$ cat config.mk
export PLATFORM = sky130hd
export DESIGN_NAME = mmio_uart_tx
export DESIGN_NICKNAME = d
export VERILOG_FILES = /design/src/rtl/mmio_uart_tx_pkg.sv /design/src/rtl/mmio_uart_tx_fifo.sv /design/src/rtl/mmio_uart_tx.sv
export SDC_FILE = /design/constraint.sdc
export NUM_CORES = 1
export LEC_CHECK = 0
export CAP_MARGIN = 30
export CORE_MARGIN = 2
export CORE_UTILIZATION = 24
export DETAILED_ROUTE_END_ITERATION = 7
export PLACE_DENSITY = 0.43
export RECOVER_POWER = 25
export SYNTH_ARGS = -nofsm -noshare
export SYNTH_HDL_FRONTEND = slang
export SYNTH_SLANG_ARGS = --single-unit
$ cat constraint.sdc
create_clock -name clk -period 4.2 [get_ports clk]
set_input_delay 0.84 -clock clk [delete_from_list [all_inputs] [get_ports clk]]
set_output_delay 0.84 -clock clk [all_outputs]
set_load 0.01 [all_outputs]
$ cat src/rtl/mmio_uart_tx_pkg.sv
// Shared definitions for the memory-mapped UART transmitter.
// Holds the register offsets (addr[3:2]), the STATUS/CTRL/CLEAR bit positions,
// the serialiser state encoding and a helper that turns DIV into a bit period.
package mmio_uart_tx_pkg;

    // Register select values taken from addr[3:2]
    localparam logic [1:0] REG_TXDATA = 2'd0;
    localparam logic [1:0] REG_STATUS = 2'd1;
    localparam logic [1:0] REG_CTRL   = 2'd2;
    localparam logic [1:0] REG_CLEAR  = 2'd3;

    // STATUS bit positions
    localparam int ST_BUSY      = 0;
    localparam int ST_FULL      = 1;
    localparam int ST_EMPTY     = 2;
    localparam int ST_OVF       = 3;
    localparam int ST_COUNT_LSB = 8;
    localparam int ST_COUNT_W   = 5;

    // CTRL bit positions (DIV occupies [15:0])
    localparam int CTRL_IRQ_EN  = 16;

    // CLEAR bit positions
    localparam int CLR_OVF      = 0;
    localparam int CLR_FLUSH    = 1;

    // Serialiser states
    typedef enum logic [1:0] {
        TX_IDLE  = 2'd0,
        TX_START = 2'd1,
        TX_DATA  = 2'd2,
        TX_STOP  = 2'd3
    } tx_state_t;

    // A divisor of zero would stall the line forever, so it is treated as one.
    function automatic logic [15:0] bit_period(input logic [15:0] div);
        return (div == 16'd0) ? 16'd1 : div;
    endfunction

endpackage

$ cat src/rtl/mmio_uart_tx_fifo.sv
// Synchronous TX FIFO for the UART transmitter.
// Ports:
//   clk, rst         clock and asynchronous active-high reset
//   push, push_data  write request and byte
//   pop              remove the head entry (ignored when empty)
//   flush            discard all entries; a push in the same cycle lands in
//                    the emptied FIFO
//   head_data        current head entry (combinational read)
//   push_ok          the push in this cycle is accepted
//   full, empty      occupancy flags
//   count            number of stored entries
module uart_tx_fifo #(
    parameter int DEPTH = 16,
    parameter int WIDTH = 8
) (
    input  logic                       clk,
    input  logic                       rst,
    input  logic                       push,
    input  logic [WIDTH-1:0]           push_data,
    input  logic                       pop,
    input  logic                       flush,
    output logic [WIDTH-1:0]           head_data,
    output logic                       push_ok,
    output logic                       full,
    output logic                       empty,
    output logic [$clog2(DEPTH):0]     count
);

    localparam int PTR_W = $clog2(DEPTH);
    localparam int CNT_W = PTR_W + 1;

    logic [WIDTH-1:0] mem [DEPTH];
    logic [PTR_W-1:0] wr_ptr_reg;
    logic [PTR_W-1:0] rd_ptr_reg;
    logic [CNT_W-1:0] count_reg;
    logic [PTR_W-1:0] wr_addr;
    logic             do_pop;

    assign full   = (count_reg == CNT_W'(DEPTH));
    assign empty  = (count_reg == '0);
    assign count  = count_reg;
    assign do_pop = pop & ~empty;

    // A full FIFO still accepts a push when the head leaves in the same cycle,
    // and a flush always makes room for the concurrent push.
    assign push_ok = push & (flush | ~full | do_pop);

    // After a flush the pointers restart at zero, so the concurrent push goes there.
    assign wr_addr = flush ? '0 : wr_ptr_reg;

    // The head is read combinationally so the serialiser can latch it in the
    // very cycle it pops.
    assign head_data = mem[rd_ptr_reg];

    always_ff @(posedge clk) begin
        if (push_ok) begin
            mem[wr_addr] <= push_data;
        end
    end

    always_ff @(posedge clk or posedge rst) begin
        if (rst) begin
            wr_ptr_reg <= '0;
            rd_ptr_reg <= '0;
            count_reg  <= '0;
        end else if (flush) begin
            rd_ptr_reg <= '0;
            wr_ptr_reg <= push_ok ? PTR_W'(1) : '0;
            count_reg  <= push_ok ? CNT_W'(1) : '0;
        end else begin
            if (push_ok) begin
                wr_ptr_reg <= wr_ptr_reg + PTR_W'(1);
            end
            if (do_pop) begin
                rd_ptr_reg <= rd_ptr_reg + PTR_W'(1);
            end
            case ({push_ok, do_pop})
                2'b10:   count_reg <= count_reg + CNT_W'(1);
                2'b01:   count_reg <= count_reg - CNT_W'(1);
                default: count_reg <= count_reg;
            endcase
        end
    end

endmodule

$ cat src/rtl/mmio_uart_tx.sv
// Memory-mapped UART 8N1 transmitter on the CPU data port.
// Byte writes to TXDATA are queued and sent LSB first on uart_txd.
// Ports:
//   clk, rst    clock and asynchronous active-high reset
//   ena, wea    access request and byte-lane write enables (wea==0 is a read)
//   addr        byte address; [31:4] must match BASE_ADDR, [3:2] select register
//   w_data      write data
//   r_data      registered read data
//   uart_txd    serial output, idle high
//   tx_irq      FIFO empty, serialiser idle and IRQ_EN set
module mmio_uart_tx
    import mmio_uart_tx_pkg::*;
#(
    parameter logic [31:0] BASE_ADDR  = 32'hBFAF_F000,
    parameter int          FIFO_DEPTH = 16,
    parameter logic [15:0] DIV_RESET  = 16'd434
) (
    input  logic        clk,
    input  logic        rst,
    input  logic        ena,
    input  logic [3:0]  wea,
    input  logic [31:0] addr,
    input  logic [31:0] w_data,
    output logic [31:0] r_data,
    output logic        uart_txd,
    output logic        tx_irq
);

    localparam int CNT_W = $clog2(FIFO_DEPTH) + 1;

    // ------------------------------------------------------------------
    // Bus decode
    // ------------------------------------------------------------------
    logic       hit;
    logic       is_read;
    logic [1:0] reg_sel;
    logic       ctrl_wr;
    logic       ovf_clear;
    logic       push_drop;

    assign hit     = ena & (addr[31:4] == BASE_ADDR[31:4]);
    assign is_read = (wea == 4'b0000);
    assign reg_sel = addr[3:2];
    assign ctrl_wr = hit & (reg_sel == REG_CTRL);

    logic unused_bits;
    assign unused_bits = ^{addr[1:0], wea[3], w_data[31:17]};

    // ------------------------------------------------------------------
    // FIFO
    // ------------------------------------------------------------------
    logic             fifo_push;
    logic             fifo_pop;
    logic             fifo_flush;
    logic [7:0]       fifo_head;
    logic             fifo_push_ok;
    logic             fifo_full;
    logic             fifo_empty;
    logic [CNT_W-1:0] fifo_count;

    assign fifo_push  = hit & wea[0] & (reg_sel == REG_TXDATA);
    assign fifo_flush = hit & wea[0] & (reg_sel == REG_CLEAR) & w_data[CLR_FLUSH];
    assign ovf_clear  = hit & wea[0] & (reg_sel == REG_CLEAR) & w_data[CLR_OVF];
    assign push_drop  = fifo_push & ~fifo_push_ok;

    uart_tx_fifo #(
        .DEPTH (FIFO_DEPTH),
        .WIDTH (8)
    ) u_fifo (
        .clk       (clk),
        .rst       (rst),
        .push      (fifo_push),
        .push_data (w_data[7:0]),
        .pop       (fifo_pop),
        .flush     (fifo_flush),
        .head_data (fifo_head),
        .push_ok   (fifo_push_ok),
        .full      (fifo_full),
        .empty     (fifo_empty),
        .count     (fifo_count)
    );

    // ------------------------------------------------------------------
    // Control / status registers
    // ------------------------------------------------------------------
    logic [15:0] div_reg;
    logic        irq_en_reg;
    logic        ovf_reg;
    logic [31:0] r_data_reg;
    logic [31:0] status_word;
    logic [31:0] read_mux;
    logic        busy;

    always_ff @(posedge clk or posedge rst) begin
        if (rst) begin
            div_reg    <= DIV_RESET;
            irq_en_reg <= 1'b0;
        end else if (ctrl_wr) begin
            if (wea[0]) div_reg[7:0]  <= w_data[7:0];
            if (wea[1]) div_reg[15:8] <= w_data[15:8];
            if (wea[2]) irq_en_reg    <= w_data[CTRL_IRQ_EN];
        end
    end

    // A drop in the same cycle as a clear leaves the flag set, so no
    // overflow is ever silently lost.
    always_ff @(posedge clk or posedge rst) begin
        if (rst) begin
            ovf_reg <= 1'b0;
        end else if (push_drop) begin
            ovf_reg <= 1'b1;
        end else if (ovf_clear) begin
            ovf_reg <= 1'b0;
        end
    end

    always_comb begin
        status_word                                  = '0;
        status_word[ST_BUSY]                         = busy;
        status_word[ST_FULL]                         = fifo_full;
        status_word[ST_EMPTY]                        = fifo_empty;
        status_word[ST_OVF]                          = ovf_reg;
        status_word[ST_COUNT_LSB +: ST_COUNT_W]      = ST_COUNT_W'(fifo_count);
    end

    always_comb begin
        read_mux = '0;
        case (reg_sel)
            REG_STATUS: read_mux = status_word;
            REG_CTRL:   read_mux = {15'd0, irq_en_reg, div_reg};
            default:    read_mux = '0;
        endcase
    end

    // Only reads move r_data; writes leave the last read value in place.
    always_ff @(posedge clk or posedge rst) begin
        if (rst) begin
            r_data_reg <= '0;
        end else if (ena & is_read) begin
            r_data_reg <= hit ? read_mux : 32'd0;
        end
    end

    assign r_data = r_data_reg;

    // ------------------------------------------------------------------
    // Serialiser FSM
    // ------------------------------------------------------------------
    tx_state_t   state_reg,   state_next;
    logic [15:0] bit_cnt_reg, bit_cnt_next;
    logic [2:0]  bit_idx_reg, bit_idx_next;
    logic [7:0]  sh_reg,      sh_next;
    logic        bit_end;
    logic [15:0] period_m1;
    logic        txd_comb;

    assign bit_end   = (bit_cnt_reg == 16'd0);
    // Sampled at every bit start, so a DIV write takes effect at the next boundary.
    assign period_m1 = bit_period(div_reg) - 16'd1;

    // State register
    always_ff @(posedge clk or posedge rst) begin
        if (rst) begin
            state_reg   <= TX_IDLE;
            bit_cnt_reg <= '0;
            bit_idx_reg <= '0;
            sh_reg      <= '0;
        end else begin
            state_reg   <= state_next;
            bit_cnt_reg <= bit_cnt_next;
            bit_idx_reg <= bit_idx_next;
            sh_reg      <= sh_next;
        end
    end

    // Next-state logic
    always_comb begin
        state_next   = state_reg;
        bit_cnt_next = bit_cnt_reg;
        bit_idx_next = bit_idx_reg;
        sh_next      = sh_reg;
        case (state_reg)
            TX_IDLE: begin
                if (fifo_pop) begin
                    state_next   = TX_START;
                    bit_cnt_next = period_m1;
                    sh_next      = fifo_head;
                end
            end
            TX_START: begin
                if (bit_end) begin
                    state_next   = TX_DATA;
                    bit_idx_next = 3'd0;
                    bit_cnt_next = period_m1;
                end else begin
                    bit_cnt_next = bit_cnt_reg - 16'd1;
                end
            end
            TX_DATA: begin
                if (bit_end) begin
                    bit_cnt_next = period_m1;
                    sh_next      = {1'b0, sh_reg[7:1]};
                    bit_idx_next = bit_idx_reg + 3'd1;
                    if (bit_idx_reg == 3'd7) begin
                        state_next = TX_STOP;
                    end
                end else begin
                    bit_cnt_next = bit_cnt_reg - 16'd1;
                end
            end
            TX_STOP: begin
                if (bit_end) begin
                    // Chain straight into the next start bit when data is waiting.
                    if (fifo_pop) begin
                        state_next   = TX_START;
                        bit_cnt_next = period_m1;
                        sh_next      = fifo_head;
                    end else begin
                        state_next   = TX_IDLE;
                    end
                end else begin
                    bit_cnt_next = bit_cnt_reg - 16'd1;
                end
            end
            default: begin
                state_next = TX_IDLE;
            end
        endcase
    end

    // Output logic; uart_txd is decoded from registers that reset
    // asynchronously, so reset drives the line high immediately.
    always_comb begin
        fifo_pop = 1'b0;
        txd_comb = 1'b1;
        busy     = (state_reg != TX_IDLE);
        case (state_reg)
            TX_IDLE: begin
                txd_comb = 1'b1;
                fifo_pop = ~fifo_empty;
            end
            TX_START: begin
                txd_comb = 1'b0;
            end
            TX_DATA: begin
                txd_comb = sh_reg[0];
            end
            TX_STOP: begin
                txd_comb = 1'b1;
                fifo_pop = bit_end & ~fifo_empty;
            end
            default: begin
                txd_comb = 1'b1;
            end
        endcase
    end

    assign uart_txd = txd_comb;
    assign tx_irq   = irq_en_reg & fifo_empty & (state_reg == TX_IDLE);

endmodule

* Word level (Yosys, flattened, before mapping) *
Memory sizes are Yosys's and may differ from the RTL's.
Cells that the tools add are included.

cells by class
  add/subtract/negate cells = 7
  equality and inequality tests = 16
  multiplexer cells = 36
  bitwise operators = 19
  reduce and logical (&&, ||, !) cells = 21

operators by type and width
  operator                                                               number
  16-bit two-way mux                                                     4
  16-bit one-hot mux with 3 select lines                                 1
  17-bit one-hot mux with 2 select lines                                 1
  16-bit zero test                                                       2
  32-bit two-way mux                                                     1
  16-bit by 1-bit subtractor with 16-bit output, second input constant   2
  28-bit equality test, second input constant                            1
  8-bit two-way mux                                                      3
  8-bit one-hot mux with 3 select lines                                  1
  4-bit two-way mux                                                      5
  1-bit bitwise AND                                                      14
  2-bit equality test, second input constant                             5
  2-bit two-way mux                                                      5
  5-bit one-hot mux with 2 select lines                                  1
  2-bit nonzero test                                                     5
  4-bit by 1-bit adder with 4-bit output, second input constant          2
  2-bit != test, second input constant                                   4
  2-bit one-hot mux with 4 select lines                                  1
  1-bit two-way mux                                                      7
  2-bit by 1-bit equality test with 1-bit output, second input constant  3
  3-bit two-way mux                                                      2
  3-bit one-hot mux with 2 select lines                                  1
  2-bit AND reduction                                                    3
  3-bit AND reduction                                                    2
  other kinds (17)                                                       23

word-level totals
  register bits after elaboration = 92
  bits in writable memories = 128
  input bits = 71
  output and inout bits = 34
  logic and storage cells = 112
  memories = 1

memory list
  memory      words  width  rd ports  clocked after Yosys merged registers in  write ports  line                     source
  u_fifo.mem  16     8      1         0                                        1            mmio_uart_tx_fifo.sv:32  logic [WIDTH-1:0] mem [DEPTH];

* Logic depth before layout (Yosys ltp) *
  depth in word-level cells = 11
  gate-level depth with buffers = 14
  depth with buffers taken out = 13

* Modules after synthesis *
From an unflattened synthesis, not the netlist that was laid out.

unflattened totals
  cells, all modules = 781
  area, all modules = 10,113.4 sq um

by module, submodules not included
  module        instances  cells each  area an instance (sq um)  seq. area each (sq um)
  uart_tx_fifo  1          296         5,768.0                   4,169.0
  mmio_uart_tx  1          485         4,345.4                   1,607.8

* Least setup slack after synthesis *
Ideal clock, no wire load.

  path type = input to register
  start point = input addr[20]
  end point = memory u_fifo.mem[1][0], enable pin
  setup time = 0.395 ns
  arrival = 2.977 ns
  data required time = 3.805 ns
  setup slack = 0.829 ns
  stages = 7
  buffers on the path = 1
  path through = nand4b_1 nor4_2 nand3_1 clkbuf_1 nor2_1 nand2_2 nor4_1

on the way
  word-level cells in the longest chain between the ends = 10
  elaborated cells on any way between the ends = 12
  classes of those cells = eq/ne (1); mux (3); bitwise (8)

ends and longest elaborated chain
  what                                     line                                    source
  from (decl)                              mmio_uart_tx.sv:22                      input logic [31:0] addr,
  28-bit equality test *                   mmio_uart_tx.sv:41                      assign hit = ena & (addr[31:4] == BASE_ADDR[31:4]);
  1-bit bitwise AND *                      mmio_uart_tx.sv:41
  1-bit bitwise AND *                      mmio_uart_tx.sv:61, mmio_uart_tx.sv:62
  1-bit bitwise AND (2 in a row)           mmio_uart_tx.sv:62                      assign fifo_flush = hit & wea[0] & (reg_sel == REG_CLEAR) & w_data[CLR_FLUSH];
  1-bit bitwise OR (2 in a row)            mmio_uart_tx_fifo.sv:46                 assign push_ok = push & (flush | ~full | do_pop);
  1-bit bitwise AND                        mmio_uart_tx_fifo.sv:46
  1-bit two-way mux                        mmio_uart_tx_fifo.sv:56                 if (push_ok) begin
  1-bit two-way mux (implied by the code)  mmio_uart_tx_fifo.sv:57                 mem[wr_addr] <= push_data;
  to (decl)                                mmio_uart_tx_fifo.sv:32

Every way passes the cells marked *; elsewhere a longest branch is shown, timed or not.

* Worst setup path after layout *
  start point = register u_fifo.count_reg[0] (netlist: u_fifo.count[0])
  end point = output tx_irq

on the way
  word-level cells in the longest chain between the ends = 3

ends and longest elaborated chain
  what                            line                     source
  from (decl)                     mmio_uart_tx_fifo.sv:35  logic [CNT_W-1:0] count_reg;
  from (signal assigned)          mmio_uart_tx_fifo.sv:69  count_reg <= push_ok ? CNT_W'(1) : '0;
  from (signal assigned)          mmio_uart_tx_fifo.sv:78  2'b10: count_reg <= count_reg + CNT_W'(1);
  from (signal assigned)          mmio_uart_tx_fifo.sv:79  2'b01: count_reg <= count_reg - CNT_W'(1);
  5-bit zero test                 mmio_uart_tx_fifo.sv:40  assign empty = (count_reg == '0);
  1-bit bitwise AND (2 in a row)  mmio_uart_tx.sv:259      assign tx_irq = irq_en_reg & fifo_empty & (state_reg == TX_IDLE);
  to (decl)                       mmio_uart_tx.sv:26       output logic tx_irq

No other way between the ends.

==> reports/qor.csv <==
stage,metric,value,unit
routing,DR WL/cell,19.00,um
yosys,synthesized area per cell,12.95,um^2
yosys,post-synthesis mux area share,0.1082,
clocking,Worst-Skew Late Latency,0.55,ns
clocking,CTS Buf Count,26,
yosys,top cell type's share of synthesized area,0.3854,
global_route,total global-route track usage,0.1249,
sta,final setup violation count,0,
clocking,H-Tree Depth,1,
critical_path,"slowest stage delay, CP",0.67,ns
yosys,yosys warns,0,
critical_path,crit end category,output pin,
sta,final hold vios,0,
yosys,post-synthesis xor/xnor area fraction,0.02371,
routing,Via Count,6605,
pwr,Lkg Pwr,4.688,nW
layout,fillers,4157,
global_route,vias in the first global route,6805,
sta,Final Max Tran Viols,35,
floorplan,Die Width,207.8,um
pwr,PwrDens,405.0,nW/um^2
floorplan,Row Count,74,
floorplan,area of the die,43200,um^2
sta,Max Clk Rate,0.2551,GHz
job,Max-Cap Viols,1,
yosys,"FF+latch count, synth",205,
yosys,combinational family with the most area after synthesis,simple AND/OR/NAND/NOR gates,
status,status,"finished, violations left",
layout,multi-input logic area,3851,um^2
sta,clk_skew,0.02128,ns
clocking,Post-CTS Setup Bufs,0,
critical_path,worst reg2reg setup slack,0.98,ns
layout,proportion of layout cells with a drive suffix above 1,0.1844,
sta,final hold slack,0.4865,ns
status,failing checks,"capacitance limit, slew limit",
global_route,grt met2 use,0.2019,
routing,DRT Wirelength,26.91,mm
clocking,CTS Root Cell,clkbuf_16,
yosys,largest area contributor in the netlist,edfxtp_1,
global_route,Most Crowded Layer GR,met2,
routing,First DRT Iteration DRCs,425,
sta,unrepaired setup endpoints after global routing,false,
critical_path,critical path type,reg2out,
floorplan,DIE HEIGHT,207.8,um
yosys,adder-cell share of the synthesized area,0.02459,
clocking,clk slew on worst S/H paths,0.06,ns
global_route,first-pass GRT wire length,42.12,mm
floorplan,I/O pin total,105,
global_route,grt total ovfl,0,
yosys,Post-Synth Simple-Gate Area,0.1130,
global_route,initial antenna violation count,0,
global_route,grt met1 use,0.1776,
layout,antenna cells,0,
routing,# DRC,0,
clocking,Max clock buf depth,3,
routing,ANT nets after route,0,
routing,DRT Pass-1 Iters,5,
routing,Via density,4.665,
placed_design,hpwl dp,18.41,mm
critical_path,data arrival time of the worst path,3.08,ns
sta,TNS Setup,0,ns
yosys,post-synth cell types,71,
sta,Slew @ Worst Pin,1.951,ns
critical_path,Critical Path RT,3.36,ns
clocking,clk sink count,205,
clocking,post-CTS sizing,0,
yosys,cells after synthesis,770,
critical_path,CP Cell Sequence,or4_1 -> nor3_1 -> buf_4 -> and2_1 -> clkdlybuf4s50_1,
placed_design,Port Buf Inserts,72,
layout,most frequent cells in the layout,"edfxtp_1 (128), dfrtp_1 (70), clkdlybuf4s50_1 (67), nor2_1 (61), nand2_1 (45)",
layout,"commonest non-fill, non-tap cell in the layout",edfxtp_1,
yosys,compound-cell area share of the yosys netlist,0.1110,
yosys,asr flop ratio synth,0.3756,
sta,post-route clock period utilization,0.9332,
floorplan,Initial Util,0.2437,
clocking,TritonCTS clock tree,done,
layout,FF+latch area,5779,um^2
placed_design,Final Wtd Congestion,0.7518,
sta,minimum clock period,3.919,ns
layout,fin nets,954,
critical_path,critical-path maximum fanout,7,
yosys,sequential cell area fraction in the yosys report,0.5793,
critical_path,slowest CP cell,or4_1,
layout,Area Overhead vs Synth,23.46,%
yosys,Synth Flop Type,edfxtp_1,
global_route,met3 global-route usage,0.01785,
yosys,ranking of synthesized cells by area,"edfxtp_1 (39%), dfrtp_1 (18%), mux4_2 (7.5%)",
yosys,Synth Cell Area,9972,um^2
sta,Rel. slew slack,-0.3004,
yosys,count of flip-flops with a built-in enable after synthesis,128,
pwr,VDD IR-drop max,0.3396,mV
clocking,hold-fix buffers at CTS,0,
layout,final core occ,0.3008,
floorplan,Core ar.,40920,um^2
global_route,largest net degree at the start of global routing,35,
hold_path,HP Class,reg2reg,
critical_path,Setup crit start kind,register,
layout,max FFs per register,128,
[cells in the mapped netlist (5+ instances only)]
master,count
nor2_1,61
xor2_1,18
or4_1,5
buf_2,8
nor4_1,11
inv_1,20
nand3_1,20
dfstp_2,5
buf_4,17
mux2_2,20
nand2_1,45
clkbuf_1,28
nor3b_1,8
nor3_1,23
mux2i_1,11
edfxtp_1,128
dfrtp_1,72
a22o_1,14
ha_1,18
a21oi_1,41
o31ai_1,7
a2111oi_0,8
o21ai_0,24
xnor2_1,9
mux4_2,33
a22oi_1,10
[layout make-up]
| type | instances | area share |
|---|---|---|
| flip-flops and latches | 205 | 0.4694 |
| multi-input cells | 499 | 0.3128 |
| repair buffers | 111 | 0.08242 |
| clock buffers | 37 | 0.06026 |
| well taps | 532 | 0.05407 |
| clock inverters | 11 | 0.01453 |
| inverters | 21 | 0.006504 |
[power by group]
group	switching [mW]	total, mW	internal (mW)	leakage [nW]
Clock	0.884	2.36	1.48	0.452
Combinational	0.294	0.458	0.164	2.05
Sequential	0.00640	2.17	2.16	2.19
Total	1.18	4.99	3.80	4.69
[cells by family (layout without fill, tap and decap cells)]
kind of cell	count (synthesis)	in the layout
compound gates	157	157
xor+xnor	27	27
fa+ha+maj	19	19
buf+inv	80	180
flops	205	205
mux	64	64
other cells	1	15
simple gates	217	217
[per-layer routing]
layer | vias to the layer above | share of wire
li1 | 3112 | -
met1 | 3345 | 0.48
met2 | 125 | 0.47
met3 | 23 | 0.032
met4 | 0 | 0.015
met5 | - | 0
[per-stage QoR]
stage	cells	area [um^2]	setup slack [ns]	power (mW)
6_report	1416	12310	0.2807	4.986
5_1_grt	1416	12310	0.1444	5.203
4_1_cts	1416	12350	0.2027	5.069
3_5_place_dp	1368	11430	0.5668	2.675
3_3_place_gp	1367	11410	0.5916	2.669
2_1_floorplan	784	10020	0.8286	2.473
[path summary, 6_finish.rpt]
check | startpoint | endpoint | cells past startpoint
min in group asynchronous | rst | u_fifo.wr_ptr_reg[3]$_DFFE_PP0P_ | 2
setup reg to reg | bit_cnt_reg[12]$_DFF_PP0_ | u_fifo.count[4]$_DFFE_PP0P_ | 11
max in group asynchronous | rst | div_reg[0]$_DFFE_PP0P_ | 3
setup / recovery | u_fifo.count[0]$_DFFE_PP0P_ | tx_irq | 5
hold reg to reg | r_data[3]$_DFFE_PP0P_ | r_data[3]$_DFFE_PP0P_ | 2
hold / removal | r_data[3]$_DFFE_PP0P_ | r_data[3]$_DFFE_PP0P_ | 2
[critical path: cells and delay by family, from the launching register on]
kind                   cells  cell delay [ns]
DFF                        1             0.46
and+or+nand+nor            3             1.30
buffers and inverters      2             0.76
Note: power is estimated with default switching activity, not from simulation.
